[config.mk]
export PLATFORM = sky130hd
export DESIGN_NAME = mod_enc_mixcolumns_flat
export DESIGN_NICKNAME = d
export VERILOG_FILES = /design/src/rtl/aes_pkg.sv /design/src/rtl/mod_enc_mixcolumns_if.sv /design/src/rtl/mod_enc_mixcol_col.sv /design/src/rtl/mod_enc_mixcolumns.sv /design/src/flat_wrapper.sv
export SDC_FILE = /design/constraint.sdc
export NUM_CORES = 1
export LEC_CHECK = 0
export BUFFER_PORTS_ARGS = -buffer_cell sky130_fd_sc_hd__buf_2
export CAP_MARGIN = 30
export CORE_UTILIZATION = 54
export CTS_CLUSTER_DIAMETER = 30
export CTS_CLUSTER_SIZE = 10
export DETAILED_ROUTE_END_ITERATION = 8
export PLACE_DENSITY = 0.82
export SYNTH_ARGS = -nofsm -noshare
export SYNTH_HDL_FRONTEND = slang
export SYNTH_HIERARCHICAL = 1
export SYNTH_SLANG_ARGS = --single-unit
[constraint.sdc]
create_clock -name clk -period 3.7 [get_ports clk]
set_input_delay 0.185 -clock clk [delete_from_list [all_inputs] [get_ports clk]]
set_output_delay 0.185 -clock clk [all_outputs]
set_load 0.005 [all_outputs]
[src/rtl/aes_pkg.sv]
// Shared AES types and GF(2^8) helpers for the encryption datapath.
// Used by mod_enc_mixcolumns and its column multiplier.
package aes_pkg;

  localparam logic [7:0] AES_POLY = 8'h1B;

  typedef logic [15:0][7:0] aes_state_t;

  typedef enum logic [1:0] {
    IDLE = 2'd0,
    CALC = 2'd1,
    DONE = 2'd2
  } mixcol_fsm_t;

  function automatic logic [7:0] xtime(input logic [7:0] x);
    return {x[6:0], 1'b0} ^ (x[7] ? AES_POLY : 8'h00);
  endfunction

  function automatic logic [7:0] gmul3(input logic [7:0] x);
    return xtime(x) ^ x;
  endfunction

endpackage

[src/rtl/mod_enc_mixcolumns_if.sv]
// State-in / state-out handshake bundle for the MixColumns stage.
// The last_round signal exists only when MOD_ENC_MIXCOL_BYPASS_EN is defined.
interface mod_enc_mixcolumns_if;
  import aes_pkg::*;

  // Valid/ready: a transfer happens on a rising edge where valid && ready are
  // both high; the source holds valid and data stable until that edge.
  logic        in_valid;
  logic        in_ready;
  aes_state_t  p00;
`ifdef MOD_ENC_MIXCOL_BYPASS_EN
  logic        last_round;
`endif
  logic        out_valid;
  logic        out_ready;
  aes_state_t  o00;
  mixcol_fsm_t dbg_state;

  modport slave (
    input  in_valid, p00, out_ready,
`ifdef MOD_ENC_MIXCOL_BYPASS_EN
    input  last_round,
`endif
    output in_ready, out_valid, o00, dbg_state
  );

  modport master (
    output in_valid, p00, out_ready,
`ifdef MOD_ENC_MIXCOL_BYPASS_EN
    output last_round,
`endif
    input  in_ready, out_valid, o00, dbg_state
  );

endinterface

[src/rtl/mod_enc_mixcol_col.sv]
// Combinational MixColumns on one 32-bit column; byte 0 (bits 7:0) is row 0.
module mod_enc_mixcol_col
  import aes_pkg::*;
(
  input  logic [31:0] col_i,
  output logic [31:0] col_o
);

  logic [7:0] a0, a1, a2, a3;

  assign a0 = col_i[7:0];
  assign a1 = col_i[15:8];
  assign a2 = col_i[23:16];
  assign a3 = col_i[31:24];

  assign col_o[7:0]   = xtime(a0) ^ gmul3(a1) ^ a2 ^ a3;
  assign col_o[15:8]  = a0 ^ xtime(a1) ^ gmul3(a2) ^ a3;
  assign col_o[23:16] = a0 ^ a1 ^ xtime(a2) ^ gmul3(a3);
  assign col_o[31:24] = gmul3(a0) ^ a1 ^ a2 ^ xtime(a3);

endmodule

[src/rtl/mod_enc_mixcolumns.sv]
// AES MixColumns stage: one column per clock through a single shared multiplier.
// Define MOD_ENC_MIXCOL_BYPASS_EN to add last_round, which skips mixing.
module mod_enc_mixcolumns
  import aes_pkg::*;
(
  input  logic                 clk,
  input  logic                 rst,
  mod_enc_mixcolumns_if.slave  bus,
  output logic                 busy
);

  mixcol_fsm_t state_q, state_d;
  logic [1:0]  col_q, col_d;
  aes_state_t  buf_q, buf_d;
  logic [31:0] col_in, col_out;

  assign col_in = buf_q[{col_q, 2'b00} +: 4];

  mod_enc_mixcol_col u_col (
    .col_i (col_in),
    .col_o (col_out)
  );

  always_ff @(posedge clk) begin
    if (!rst) begin
      state_q <= IDLE;
      col_q   <= 2'd0;
      buf_q   <= '0;
    end else begin
      state_q <= state_d;
      col_q   <= col_d;
      buf_q   <= buf_d;
    end
  end

  always_comb begin
    state_d = state_q;
    col_d   = col_q;
    buf_d   = buf_q;
    unique case (state_q)
      IDLE: begin
        if (bus.in_valid) begin
          buf_d = bus.p00;
          col_d = 2'd0;
`ifdef MOD_ENC_MIXCOL_BYPASS_EN
          if (bus.last_round) state_d = DONE;
          else
`endif
          state_d = CALC;
        end
      end
      CALC: begin
        buf_d[{col_q, 2'b00} +: 4] = col_out;
        // The 2-bit counter wraps to 0 on the final column, ready for the next state.
        col_d = col_q + 2'd1;
        if (col_q == 2'd3) state_d = DONE;
      end
      DONE: begin
        if (bus.out_ready) state_d = IDLE;
      end
      default: state_d = IDLE;
    endcase
  end

  // Partially mixed buffers are never exposed; o00 is zero outside DONE.
  assign bus.in_ready  = (state_q == IDLE);
  assign bus.out_valid = (state_q == DONE);
  assign bus.o00       = (state_q == DONE) ? buf_q : '0;
  assign bus.dbg_state = state_q;
  assign busy          = (state_q != IDLE);

endmodule

[src/flat_wrapper.sv]
// flat-port wrapper written by rule: the top's interface ports become plain ports
module mod_enc_mixcolumns_flat import aes_pkg::*;
  (clk, rst, busy, bus_in_valid, bus_p00, bus_out_ready, bus_in_ready, bus_out_valid, bus_o00, bus_dbg_state);
  mod_enc_mixcolumns_if bus_i ();
  input  logic clk;
  input  logic rst;
  output logic busy;
  input wire logic [$bits(bus_i.in_valid)-1:0] bus_in_valid;
  input wire logic [$bits(bus_i.p00)-1:0] bus_p00;
  input wire logic [$bits(bus_i.out_ready)-1:0] bus_out_ready;
  output wire logic [$bits(bus_i.in_ready)-1:0] bus_in_ready;
  output wire logic [$bits(bus_i.out_valid)-1:0] bus_out_valid;
  output wire logic [$bits(bus_i.o00)-1:0] bus_o00;
  output wire logic [$bits(bus_i.dbg_state)-1:0] bus_dbg_state;
  assign bus_i.in_valid = bus_in_valid;
  assign bus_i.p00 = bus_p00;
  assign bus_i.out_ready = bus_out_ready;
  assign bus_in_ready = bus_i.in_ready;
  assign bus_out_valid = bus_i.out_valid;
  assign bus_o00 = bus_i.o00;
  assign bus_dbg_state = bus_i.dbg_state;
  mod_enc_mixcolumns u_core (.clk(clk), .rst(rst), .bus(bus_i), .busy(busy));
endmodule
==> impl_metrics.yaml <==
routing:
  totalWireLength_um: 32600
  wl_per_cell_um: 23.6
  drt_first_pass_iters: 6
  drt_drc_violations_left: 0
  ant_nets: 0
  drtIter0Drc: 1282
  vias: 9117
  vias_per_cell: 6.60
worst_hold_path:
  hp-class: "input port to flip-flop"
cells_and_area:
  final_layout_size_suffix_gt1_frac: 0.326
  fillers: 1325
  syn2layout_area_growth_pct: 22.2
  n_antenna_cell: 0
  nNetsFinal: 1281
global_routing:
  first_global_vias: 8642
  grt_max_degree: 70
  globalRouteOverflowTotal: 0
  grt_pass1_wl_um: 49600
  antenna_found_initial: 1
  grt_usage: 0.359
clock_tree:
  hold_buffers: 0
  path_clk_slew_ns: 0.06
  clkSinkCount: 132
  cts-root-buf: "clkbuf_16"
  post_cts_buffers: 0
  cts_made_buffers: 17
  cts_resized: 0
  insertion_delay_ns: 0.43
  clockBufferDepth: 2
  cts_tree: "done"
  htreeDepth: 4
synth:
  postSynthAreaPerCell_um2: 10.1
  seq_area_frac_synth: 0.277
  synth_area_mm2: 0.00954
  yosysWarnings: 6
  synth_top_area_share: 0.277
  synth_flop_cell: "dfxtp_1"
  synth_area_leader_cell: "dfxtp_1"
  async_flop_share: 0
  synthCells: 943
  synth_most_common_cell: "dfxtp_1"
  synthTopCellsByCount: "dfxtp_1, and2_1, o221a_1, and3_1, o21a_1"
  ys_ff_latch: 132
  ys_top_cells_by_area: "dfxtp_1, o221a_1, and2_1, xnor3_1, mux4_2"
  synth_edf_count: 0
  synth_cell_types: 37
  syn_nets: 1080
power:
  p_sw_frac: 0.331
  leakagePower_nw: 5.48
  power.density_mw_per_mm2: 454
  intPower_w: 0.00354
  power_frac_comb: 0.360
  vdd_ir_drop_max_v: 0.000401
  netSwitchingPower_w: 0.00176
  p_clk_frac: 0.320
  pwr-share-seq: 0.319
sta:
  hold_viol: 0
  holdWs_ns: 0.0157
  setup_tns_ns: 0
  tightest_slew_ns: 1.08
  fmax_mhz: 339
  drv_slew: 0
  period_share: 0.797
  setup_viol: 0
  rsz0062_at_grt: "false"
  period_minus_slack_ns: 2.95
  fin_skew_ns: 0.00914
  slew_headroom: 0.276
critical_path:
  startpoint: "u_core/col_q[1]"
  cp_max_fo: 17
  cp.arrival_ns: 3.32
  worstPathRequired_ns: 4.07
  r2r-start: "u_core/col_q[1]"
  r2r_end: "u_core/buf_q[106]"
  end_kind: "flip-flop"
  r2r_setup_slack_ns: 0.75
  critical_path_class: "flip-flop to flip-flop"
  reg2reg_depth: 8
  startpoint_type: "flip-flop"
  cp-endpoint: "u_core/buf_q[106]"
floorplan:
  start_util: 0.552
  die_w_um: 135
  core-area_mm2: 0.0173
  io_pins: 265
  die_area_mm2: 0.0182
  rows: 48
  fp.dieH_um: 135
placed_design:
  dp_hpwl_um: 22800
  gp_congestion: 0.944
  io_buffers: 264
job:
  drv_cap: 0
run_status:
  status: "completed"
## cells by family (layout without fill, tap and decap cells)
kind of cell               Yosys count  after routing  synth area share
AOI/OAI and AO/OA                  264            264             0.262
and+or+nand+nor                    313            313             0.193
muxes                               32             32            0.0755
DFF                                132            132             0.277
adders and majority gates            5              5           0.00655
buffers and inverters              119            332            0.0519
xor gates and xnor gates            78             78             0.134
## layer usage
| layer | wire length, µm | track usage | vias to the layer above | part of all wire |
|---|---|---|---|---|
| li1 | - | - | 3985 | - |
| met1 | 12900 | 0.490 | 4300 | 0.40 |
| met2 | 14700 | 0.546 | 725 | 0.45 |
| met3 | 3850 | 0.0762 | 107 | 0.12 |
| met4 | 1170 | 0.163 | 0 | 0.036 |
| met5 | 0 | 0 | - | 0 |
## per-stage QoR
| step | setup slack, ns | total power (W) | area [µm²] | cells | util |
|---|---|---|---|---|---|
| after floorplan | 1.00 | 0.00300 | 9540 | 943 | - |
| after global placement | 0.909 | 0.00354 | 11000 | 1347 | 0.636 |
| after detailed placement | 0.853 | 0.00355 | 11100 | 1350 | 0.640 |
| after CTS | 0.739 | 0.00524 | 11700 | 1381 | 0.674 |
| after global routing | 0.525 | 0.00547 | 11700 | 1381 | 0.674 |
| final | 0.750 | 0.00530 | 11700 | 1381 | 0.674 |
## how the worst min path moves through the flow
| stage | start | end | slack, ns | depth (start not counted) |
|---|---|---|---|---|
| 6_report | bus_out_ready | u_core/bus.dbg_state[1] | 0.02 | 3 |
| 5_1_grt | bus_out_ready | u_core/bus.dbg_state[1] | 0.06 | 3 |
| 4_1_cts | bus_out_ready | u_core/bus.dbg_state[1] | 0.01 | 3 |
| 3_5_place_dp | bus_out_ready | u_core/bus.dbg_state[1] | 0.47 | 3 |
| 3_3_place_gp | bus_out_ready | u_core/bus.dbg_state[1] | 0.46 | 3 |
| 2_1_floorplan | bus_out_ready | u_core/bus.dbg_state[1] | 0.37 | 2 |
## power groups by stage
stage | Sequential [W] | Clock [W] | Combinational [W]
final | 0.00169 | 0.00170 | 0.00191
after global routing | 0.00170 | 0.00177 | 0.00199
after CTS | 0.00168 | 0.00169 | 0.00186
after detailed placement | 0.00171 | 0 | 0.00184
after global placement | 0.00172 | 0 | 0.00182
after floorplan | 0.00165 | 0 | 0.00135
## state kept, by name, summed over array words and instances (netlist names)
| signal | count |
|---|---|
| u_core/buf_q | 128 |
| u_core/bus.dbg_state | 2 |
| u_core/col_q | 2 |
## final cells by class
cell class,instances,area [µm²],area share
clock buffer,22,484,0.0415
multi-input combinational,692,6470,0.555
tap,225,282,0.0241
timing repair buffer,298,1660,0.143
sequential,132,2650,0.227
inverter,3,11.3,0.000965
clock inverter,9,103,0.00880
## critical path, stage by stage, from the launching register on
cell,delay [ns]
dfxtp_2,0.52
buf_12,0.23
buf_4,0.16
inv_1,0.07
ha_1,0.34
and4bb_1,0.82
buf_4,0.36
and3_1,0.19
o221a_1,0.18
## layout by cell type (no fill, tap or decap), drive strengths merged, types with 2 or more instances in the layout
| cell type | netlist | layout |
|---|---|---|
| o221a | 128 | 128 |
| xnor2 | 24 | 24 |
| nor3 | 32 | 32 |
| nor2b | 3 | 3 |
| xnor3 | 37 | 37 |
| a21boi | 3 | 3 |
| nand2b | 2 | 2 |
| and2 | 129 | 129 |
| a2bb2oi | 32 | 32 |
| nand2 | 40 | 40 |
| xor3 | 5 | 5 |
| clkinvlp | 0 | 3 |
| o21a | 96 | 96 |
| inv | 3 | 3 |
| bufinv | 0 | 2 |
| ha | 5 | 5 |
| mux4 | 32 | 32 |
| buf | 38 | 298 |
| dfxtp | 132 | 132 |
| clkbuf | 78 | 22 |
| a21oi | 4 | 4 |
| and3 | 96 | 96 |
| or2 | 2 | 2 |
| nand3b | 4 | 4 |
| xor2 | 12 | 12 |
| clkinv | 0 | 4 |
Note: power is estimated with default switching activity, not from simulation.
